===== config.mk =====
export PLATFORM = sky130hd
export DESIGN_NAME = rotate_right_seq
export DESIGN_NICKNAME = d
export VERILOG_FILES = /design/src/rtl/rotate_right_seq_pkg.sv /design/src/rtl/shift_right_step.sv /design/src/rtl/rotate_right_seq.sv
export SDC_FILE = /design/constraint.sdc
export NUM_CORES = 1
export LEC_CHECK = 0
export CORE_ASPECT_RATIO = 2
export CORE_MARGIN = 5
export CORE_UTILIZATION = 50
export CTS_BUF_LIST = sky130_fd_sc_hd__clkbuf_8
export DETAILED_ROUTE_END_ITERATION = 8
export PLACE_DENSITY = 0.86
export RECOVER_POWER = 25
export SYNTH_ARGS = -nofsm -noshare
export SYNTH_HDL_FRONTEND = slang
export SYNTH_SLANG_ARGS = --single-unit

===== constraint.sdc =====
create_clock -name clk -period 2 [get_ports clk]
set_input_delay 0.2 -clock clk [delete_from_list [all_inputs] [get_ports clk]]
set_output_delay 0.2 -clock clk [all_outputs]
set_load 0.02 [all_outputs]

===== src/rtl/rotate_right_seq_pkg.sv =====
// Shared encodings for the multi-cycle right shifter: operation codes and FSM states.
package rotate_right_seq_pkg;

  // Operation encodings on the op port; 2'b11 is an alias for rotate.
  typedef enum logic [1:0] {
    OP_ROR     = 2'b00,
    OP_SRL     = 2'b01,
    OP_SRA     = 2'b10,
    OP_ROR_ALT = 2'b11
  } op_t;

  // Control FSM states.
  typedef enum logic [1:0] {
    IDLE  = 2'b00,
    SHIFT = 2'b01,
    DONE  = 2'b10
  } state_t;

endpackage


===== src/rtl/shift_right_step.sv =====
// Combinational one-position right step: rotate, logical or arithmetic shift.
module shift_right_step
  import rotate_right_seq_pkg::*;
#(
  parameter int unsigned N = 16
) (
  input  logic [N-1:0] acc,
  input  logic [1:0]   op,
  output logic [N-1:0] nxt
);

  // Select fill bit by operation; unknown/alias codes rotate.
  always_comb begin
    nxt = {acc[0], acc[N-1:1]};
    case (op)
      OP_SRL:  nxt = {1'b0, acc[N-1:1]};
      OP_SRA:  nxt = {acc[N-1], acc[N-1:1]};
      default: nxt = {acc[0], acc[N-1:1]};
    endcase
  end

endmodule


===== src/rtl/rotate_right_seq.sv =====
// Multi-cycle right shift/rotate unit, one bit per clock, start/busy/done handshake.
module rotate_right_seq
  import rotate_right_seq_pkg::*;
#(
  parameter int unsigned N = 16,
  parameter int unsigned C = 4
) (
  input  logic         clk,
  input  logic         rst_n,
  input  logic         start,
  input  logic [1:0]   op,
  input  logic [N-1:0] In,
  input  logic [C-1:0] Cnt,
  output logic         busy,
  output logic         done,
  output logic [N-1:0] Out
);

  state_t       state, state_nx;
  logic [N-1:0] acc;
  logic [C-1:0] rem;
  logic [1:0]   op_q;
  logic [N-1:0] out_q;
  logic [N-1:0] step_nx;

  shift_right_step #(.N(N)) u_step (
    .acc (acc),
    .op  (op_q),
    .nxt (step_nx)
  );

  // State register.
  always_ff @(posedge clk or negedge rst_n) begin
    if (!rst_n) state <= IDLE;
    else        state <= state_nx;
  end

  // Next-state logic.
  always_comb begin
    state_nx = state;
    case (state)
      IDLE:    if (start) state_nx = (Cnt != '0) ? SHIFT : DONE;
      SHIFT:   if (rem == C'(1)) state_nx = DONE;
      DONE:    state_nx = IDLE;
      default: state_nx = IDLE;
    endcase
  end

  // Datapath: capture operands, shift, and load the result.
  // The result register is written on the edge that enters DONE so that Out
  // is already valid during the single cycle in which done is high.
  always_ff @(posedge clk or negedge rst_n) begin
    if (!rst_n) begin
      acc   <= '0;
      rem   <= '0;
      op_q  <= '0;
      out_q <= '0;
    end else begin
      case (state)
        IDLE: begin
          if (start) begin
            acc  <= In;
            rem  <= Cnt;
            op_q <= op;
            if (Cnt == '0) out_q <= In;
          end
        end
        SHIFT: begin
          acc <= step_nx;
          rem <= rem - C'(1);
          if (rem == C'(1)) out_q <= step_nx;
        end
        default: ;
      endcase
    end
  end

  // Status outputs decoded from state.
  always_comb begin
    busy = (state != IDLE);
    done = (state == DONE);
    Out  = out_q;
  end

endmodule

==> flow_summary.toml, run 1 <==
[layout]
design_area_um2 = 2480
nFillCells = 300
final_cell_mix = "clkdlybuf4s50_1 (41), dfrtp_1 (40), mux2i_1 (24), nand2_1 (18), inv_1 (17)"
diodes = 0
nNetsFinal = 241
area_growth_pct = 28.5
multiInputGateArea_um2 = 774
final_common_cell = "clkdlybuf4s50_1"
drive_above_1_share = 0.126
ff_latch_area_um2 = 1000

[placed_design]
place_area_um2 = 2350
gp_congestion = 0.804
portBuffers = 42
dpl.hpwl_um = 3050

[clocking]
cts_tree = "done"
cts_resized = 0
cts.clk_slew.worst_paths_ns = 0.08
cts_setup_buffers = 0
cts_sinks = 40
hold_buffers = 0
numCtsBuffers = 5
clock_latency_ns = 0.29
cts_max_level = 2
clockBufferDepth = 2
cts-root-buf = "clkbuf_8"

[sta]
rsz0062_at_grt = "no"
max_slew_margin = 0.341
skew_ns = 0.00741
finalCriticalPeriod_ns = 1.93
holdWs_ns = 0.0451
setup_violations = 0
worst_slew_pin_slew_ns = 0.989
hold_viol = 0
fmax_mhz = 518
min_period_over_period = 0.965
maxSlewViolCount = 0
setup_tns_ns = 0

[drt]
wl_um = 4050
drcViolationCount = 0
drtIter0Drc = 41
avgRoutedWirePerCell_um = 15.3
vias_per_cell = 5.17
dr.pass1.iters = 4
drtAntennaViolNets = 0
vias = 1371

[floorplan]
die_area_um2 = 5280
core_um2 = 3800
fp.dieH_um = 97.9
ioPinCount = 43
rows = 32
start_util = 0.508
die_w_um = 53.9

[global_route]
grt_usage = 0.180
grt-ovfl-total = 0
grt_pass1_wl_um = 6820
grt_pass1_vias = 1445
grt_antenna_before_repair = 0
grt_max_degree = 41

[setup_path]
cp-end-kind = "output port"
worstPathMaxFanout = 13
critPathRequiredTime_ns = 1.80
start_kind = "flip-flop"
worstSetupPathType = "flip-flop to output port"
crit_arrival_ns = 1.73

[pwr]
power.density_nw_per_um2 = 1610
ir_drop_mv = 0.983
leakagePower_nw = 1.08

[synthesis]
netlist_area_um2 = 1930
yosys_warnings = 0
syn-instance-count = 168
synth_fp_nets = 196
syn_area_per_cell_um2 = 11.5
yosysSeqAreaShare = 0.518
synth_seq_cells = 40
ys_types = 37

[status]
status = "complete, no violations"

[hold_path]
hold_class = "input port to asynchronous set/reset pin"

[job]
maxCapViolations = 0
==> cell families (layout without fill, tap and decap cells) <==
family                     after synthesis  after routing  synth area share
AOI/OAI and AO/OA                       31             31             0.102
adders and majority gates                3              3            0.0194
buffers and inverters                   26             72            0.0823
DFF                                     40             40             0.518
muxes                                   33             33             0.177
and+or+nand+nor                         35             35             0.101
==> cell usage after synthesis <==
cell type,count,area share
dfrtp_1,40,0.52
mux2i_1,24,0.12
nand2_1,18,0.035
inv_1,17,0.033
o21ai_0,10,0.026
mux2_2,5,0.029
o21ai_1,5,0.013
a21oi_1,4,0.010
mux2_1,4,0.023
buf_12,3,0.031
ha_1,3,0.019
nor2_1,3,0.0058
nor2b_1,3,0.0097
nor3b_1,3,0.012
buf_2,2,0.0052
clkbuf_1,2,0.0039
o31ai_1,2,0.0078
a211oi_1,1,0.0039
a221oi_1,1,0.0045
a222oi_1,1,0.0052
a22oi_2,1,0.0065
a31oi_1,1,0.0032
buf_6,1,0.0058
inv_4,1,0.0032
nand2b_4,1,0.0071
nor3_1,1,0.0026
nor3b_2,1,0.0065
nor4_2,1,0.0065
o21ba_2,1,0.0052
o21bai_1,1,0.0039
o221ai_1,1,0.0045
o22a_1,1,0.0045
o22ai_1,1,0.0032
or2_2,1,0.0032
or3b_1,1,0.0045
or3b_2,1,0.0045
or4_1,1,0.0039
==> final cells by class <==
class                      instances  share of cell area
sequential                        40               0.403
multi-input combinational        102               0.312
timing repair buffer              46               0.180
clock buffer                       7              0.0388
inverter                          18              0.0282
tap                               51              0.0257
clock inverter                     1              0.0121
==> worst paths after layout <==
| check | from | to | slack (ns) | cells after the start |
|---|---|---|---|---|
| max | state[0]$_DFFE_PN0P_ | busy | 0.07 | 2 |
| min | rst_n | Out[2]$_DFFE_PN0P_ | 0.05 | 1 |
| max reg2reg | rem[1]$_DFFE_PN0P_ | Out[7]$_DFFE_PN0P_ | 0.23 | 7 |
| min reg2reg | acc[6]$_DFFE_PN0P_ | acc[6]$_DFFE_PN0P_ | 0.49 | 2 |
| max in group asynchronous | rst_n | acc[7]$_DFFE_PN0P_ | 1.32 | 1 |
| min in group clk | op[1] | op_q[1]$_DFFE_PN0P_ | 0.44 | 3 |
==> metrics by stage <==
stage / instances / util / setup slack, ns / total power [mW]
final: 265 / 0.652 / 0.0706 / 4.00
after global routing: 265 / 0.652 / 0.0178 / 4.30
after CTS: 265 / 0.652 / 0.0548 / 4.06
after detailed placement: 257 / 0.619 / 0.0875 / 3.33
after global placement: 257 / 0.619 / 0.183 / 3.27
after floorplan: 168 / - / 0.468 / 2.72
==> metal layers <==
metal  vias up  global-route usage  wire [um]
li1        664                   -          -
met1       667               0.211       1590
met2        34               0.294       2190
met3         6              0.0397        162
met4         0              0.0945        108
met5         -                   0          0
==> state kept, by name, indices dropped and copies added (netlist names) <==
| name | flops |
|---|---|
| Out | 16 |
| acc | 16 |
| rem | 4 |
| op_q | 2 |
| state | 2 |
==> critical path, cell delays in order, from the launching register on <==
cell and delay, ns:
dfrtp_1 0.55, or2_2 0.35, clkdlybuf4s50_1 0.54
==> where the power goes <==
part / leakage [nW] / switching (mW) / internal (mW) / total [mW]
registers: 0.474 / 0.266 / 1.21 / 1.48
clock network: 0.0645 / 0.271 / 0.440 / 0.711
logic: 0.537 / 0.939 / 0.873 / 1.81
Note: power is estimated with default switching activity, not from simulation.
==> run 2, diff against run 1 <==
--- a/config.mk
+++ b/config.mk
@@ -10,6 +10,7 @@
 export CORE_UTILIZATION = 50
 export CTS_BUF_LIST = sky130_fd_sc_hd__clkbuf_8
 export DETAILED_ROUTE_END_ITERATION = 8
+export GPL_TIMING_DRIVEN = 1
 export PLACE_DENSITY = 0.86
 export RECOVER_POWER = 25
 export SYNTH_ARGS = -nofsm -noshare
==> results of run 2 <==
Same layout as run 1: the final DEF is identical, and so are final timing and power.
==> patch 1, RTL diff (settings of run 1) <==
`N` is set to 16 in 2 places; all go to 17.
--- a/src/rtl/shift_right_step.sv
+++ b/src/rtl/shift_right_step.sv
@@ -4,3 +4,3 @@
 #(
-  parameter int unsigned N = 16
+  parameter int unsigned N = 17
 ) (
--- a/src/rtl/rotate_right_seq.sv
+++ b/src/rtl/rotate_right_seq.sv
@@ -4,3 +4,3 @@
 #(
-  parameter int unsigned N = 16,
+  parameter int unsigned N = 17,
   parameter int unsigned C = 4
Ports: changed (resized In and Out); port bits go from 43 to 45. No check against the original RTL was run, so the function may have changed too.
==> patch 1 against run 1 <==
- via count rose by 3.6%
- highest routed layer unchanged
- sequential cell count rose by 2
- combinational power rose by 11%
- wire length rose by 2.0%
- setup slack improved by 0.042 ns
- power rose by 5.1%
- area after synthesis rose by 2.1%
- cell area rose by 5.7%
==> patch 1: results (changes against run 1) <==
- The run finished with clean final reports.
- The maximum single-stage delay on the critical path is 0.49 ns (-0.06 ns).
- The weighted congestion reported at the end of routability-driven placement is 0.846 (+5.2%).
- The number of nets in the final layout is 260 (+7.9%).
- The count of unique library cells instantiated by Yosys is 32 (-14%).
- The antenna violation net count after detailed routing is 0 (unchanged).
- The final hold slack is 0.485 ns (+0.439 ns).
- The critical path in this run is classified as register to register.
- The number of port buffers is 44 (+4.8%).
- The H-tree level count is 2 (unchanged).
- The number of global-route vias before repair is 1582 (+9.5%).
- The final clock skew is 0.0109 ns (+0.00351 ns).
- The arrival time at the worst endpoint is 2.10 ns (+0.37 ns).
- The leakage dissipation was 1.16 nW (+7.9%).
- The register area share after synthesis is 0.533 (+0.0149).
- The number of DRC markers in iteration 0 is 19 (-54%).
- The number of nets produced by synthesis came to 206 (+5.1%).
- By count the netlist is led by dfrtp_1 (42), mux2i_1 (30), inv_1 (21).
- The type of the most critical hold path is register to register.
- The pin count of the biggest net entering global routing came to 43 (+4.9%).
- In this run the critical register-to-register path is launched from rem[1].
- The overall routed net length is 4.13 mm (+2.0%).
- The setup slack of the worst register-to-register path was 0.11 ns (-0.12 ns).
- The capturing instance or port of the critical path is Out[13].
- The cell-internal power is 2.62 mW (+3.8%).
- The critical-path maximum fanout is 7 (-6).
- The global-route wire length before repair was 7.07 mm (+3.6%).
- The worst IR drop on VDD came to 1.16 mV (+18%).
- The via count is 1420 (+3.6%).
- The global routing usage summed across all routing layers came to 0.180 (about the same).
- The synthesized design spends more area on one cell type than any other, namely dfrtp_1.
- After synthesis, the cell types taking the most area are dfrtp_1 (53%), mux2i_1 (15%), o21ai_0 (4.6%).
- The fraction of registers with async set/reset is 1.00 (unchanged).
- The estimated wirelength of the detail-placed design is 3.12 mm (+2.2%).
- The fraction of layout cells with a size suffix above 1 came to 0.138 (+0.0118).
- The largest individual stage delay along the critical path comes from the cell or3b_2.
- The slew at the pin closest to its max-slew limit is 1.05 ns (+0.0569 ns).
[patch 1: changes by cell type after synthesis, moves of 3 or more]
| cell | run 1 | this run |
|---|---|---|
| mux2_1 | 4 | 0 |
| clkbuf_1 | 2 | 5 |
| o21ai_0 | 10 | 18 |
| nor2_1 | 3 | 0 |
| inv_1 | 17 | 21 |
| mux2i_1 | 24 | 30 |
| o21ai_1 | 5 | 0 |
[patch 1: power groups by stage]
| stage | Clock [mW] | Combinational, mW | Sequential, mW |
|---|---|---|---|
| after floorplan | 0 | 1.13 | 1.66 |
| after global placement | 0 | 1.96 | 1.52 |
| after detailed placement | 0 | 2.03 | 1.54 |
| after CTS | 0.688 | 2.05 | 1.53 |
| after global routing | 0.737 | 2.22 | 1.58 |
| final | 0.672 | 2.01 | 1.52 |
[patch 1: kinds of logic (layout without fill, tap and decap cells)]
| family | Yosys count | count (layout) | share of synthesized area |
|---|---|---|---|
| compound gates | 34 | 34 | 0.109 |
| fa+ha+maj | 3 | 3 | 0.0190 |
| mux | 35 | 35 | 0.181 |
| buf+inv | 33 | 88 | 0.0794 |
| simple gates | 30 | 30 | 0.0781 |
| flops | 42 | 42 | 0.533 |
[patch 1: timing repair]
action / 4_1_cts / 5_1_grt
endpoints found under the hold margin: 42 / 0
buffers inserted: 0 / 0
hold buffers: 1 / 0
[patch 1: cell type report]
type,count,area [sq um]
clock inverters,3,43.8
repair buffers,58,541
inverters,22,87.6
multi-input cells,102,767
fillers,323,1220
flip-flops and latches,42,1050
clock buffers,5,68.8
well taps,51,63.8
[patch 1: through the flow]
step	worst slack, ns	TNS [ns]	instance area, sq um	cells
after global placement	0.0275	0	2500	274
after CTS	0.109	0	2630	283
after global routing	0.0798	0	2620	283
after floorplan	0.199	0	1970	177
after detailed placement	-0.0325	-0.0372	2500	274
final	0.112	0	2620	283
[patch 1: how the worst min path moves through the flow]
stage,depth (start not counted),endpoint
global route,2,op_q[1]
global placement,2,acc[11]
CTS,2,acc[12]
detailed placement,2,acc[11]
finish,2,acc[12]
floorplan,0,Out[0]
[patch 1: critical path: cells and delay by family, from the launching register on]
family                   cells  cell delay, ns
adder cells (fa/ha/maj)      1            0.14
buffers and inverters        3            0.31
flip-flops                   1            0.41
AND/OR/NAND/NOR              1            0.49
AO/OA/AOI/OAI                1            0.24
multiplexers                 1            0.22
[patch 1: metal layers]
layer  global-route usage  part of all wire  vias to the layer above
met1                0.203              0.38                      675
met2                0.299              0.55                       32
met3               0.0454             0.038                       11
met5                    0                 0                        -
li1                     -                 -                      702
met4               0.0921             0.035                        0
==> patch 2, RTL diff (settings of run 1) <==
Without the edit above. The 3 states of `state_t` get a one-hot encoding in 3 bits.
--- a/src/rtl/rotate_right_seq_pkg.sv
+++ b/src/rtl/rotate_right_seq_pkg.sv
@@ -12,6 +12,6 @@
   // Control FSM states.
-  typedef enum logic [1:0] {
-    IDLE  = 2'b00,
-    SHIFT = 2'b01,
-    DONE  = 2'b10
+  typedef enum logic [2:0] {
+    IDLE  = 3'b001,
+    SHIFT = 3'b010,
+    DONE  = 3'b100
   } state_t;
Function: no difference found for any inputs over 10 cycles, from zero or initial values and one cycle with rst_n low; not proved beyond that.
==> patch 2 against run 1 <==
- power increased by 3.8%
- synthesized cell count rose by 0.60%
- setup slack improved by 0.017 ns
- area after synthesis decreased by 0.71%
- critical path depth increased by 1
- via count rose by 1.7%
- non-clock buffer count increased by 8
- first-iteration DRC count decreased by 54%
- core utilization up 1.3 points
- cell area is 2.0% higher
- wire length shrank 0.20%
- maximum frequency is 0.87% higher
- sequential cell count grew 1
- final cell count grew 3.8%
==> patch 2: results (changes against run 1) <==
- The run finished with clean final reports.
- The number of placed cells counting well taps is 266 (+3.5%).
- The total placed instance area is 2430 sq um (+3.1%).
- The worst IR drop on VDD was 1.02 mV (+3.9%).
- The fraction of the mapped netlist area in compound gates came to 0.0875 (-0.0143).
- The arrival time at the worst endpoint came to 1.71 ns (-0.02 ns).
- The post-synthesis mux area share is 0.185 (+0.00845).
- The fraction of layout cells with a size suffix above 1 is 0.134 (+0.00776).
- The type of the most critical hold path is register to register.
- The count of unique library cells instantiated by Yosys is 33 (-11%).
- The number of nets in the final layout is 251 (+4.1%).
- The arithmetic-cell share of the synthesized area counting full adders, half adders and majority gates is 0.0196 (+0.000140).
- The total of fill cells in the finished design was 287 (-4.3%).
- The post-placement setup slack is -0.0613 ns (-0.149 ns).
- The number of global-route vias before repair is 1536 (+6.3%).
- The mean number of vias per cell is 5.07 (-2.0%).
- The global-route wire length before repair is 7.00 mm (+2.7%).
- By count the netlist is led by dfrtp_1 (40), mux2i_1 (28), nand2_1 (21).
- The estimated wirelength of the detail-placed design is 3.13 mm (+2.4%).
- The via count is 1394 (+1.7%).
- The final clock skew is 0.00581 ns (-0.00160 ns).
- The weighted congestion reported at the end of routability-driven placement was 0.783 (-2.6%).
- The maximum single-stage delay on the critical path was 0.62 ns (+0.07 ns).
- Sorting the synthesized cells by area gives the leading types as dfrtp_1 (52%), mux2i_1 (15%), nand2_1 (4.1%).
- For this design, the slowest cell found on the critical path is dfstp_2.
- The pin count of the biggest net entering global routing came to 32 (-22%).
- The number of nets produced by synthesis was 197 (+0.51%).
- The critical-path maximum fanout is 8 (-5).
[patch 2: routing by layer]
metal / wire length [um] / vias up / track usage
li1: - / 676 / -
met1: 1480 / 679 / 0.201
met2: 2340 / 31 / 0.313
met3: 114 / 8 / 0.0307
met4: 108 / 0 / 0.0925
met5: 0 / - / 0
[patch 2: worst paths after layout]
check                              start       end  slack, ns  depth (start not counted)
worst min register to register    acc[0]    acc[0]       0.49                          2
min in group asynchronous          rst_n    acc[0]       0.60                          2
worst max register to register  state[0]   Out[14]       0.20                          6
max in group asynchronous          rst_n  state[0]       0.41                          3
worst min-delay path              acc[0]    acc[0]       0.49                          2
worst max-delay path            state[0]      busy       0.09                          3
[patch 2: power by group]
group	leakage (nW)	internal, mW	total [mW]	switching [mW]
Sequential	0.490	1.27	1.56	0.295
Combinational	0.567	1.00	2.03	1.03
Clock	0.0512	0.280	0.561	0.281
Total	1.11	2.55	4.15	1.61
[patch 2: layout make-up]
class	instances	area, sq um	area share
multi-input combinational	102	768	0.304
inverter	19	71.3	0.0282
timing repair buffer	54	503	0.199
clock inverter	2	13.8	0.00544
clock buffer	6	82.6	0.0326
tap	51	63.8	0.0252
sequential	41	1030	0.406
[patch 2: kinds of logic (layout without fill, tap and decap cells)]
kind of cell | count (synthesis) | after routing
flops | 41 | 41
simple gates | 40 | 40
mux | 34 | 34
buf+inv | 26 | 81
compound gates | 25 | 25
fa+ha+maj | 3 | 3
[patch 2: worst max-delay path: cells and delay by family, from the launching register on]
family / cells / cell delay, ns
DFF: 1 / 0.62
buffers and inverters: 2 / 0.57
and+or+nand+nor: 1 / 0.24
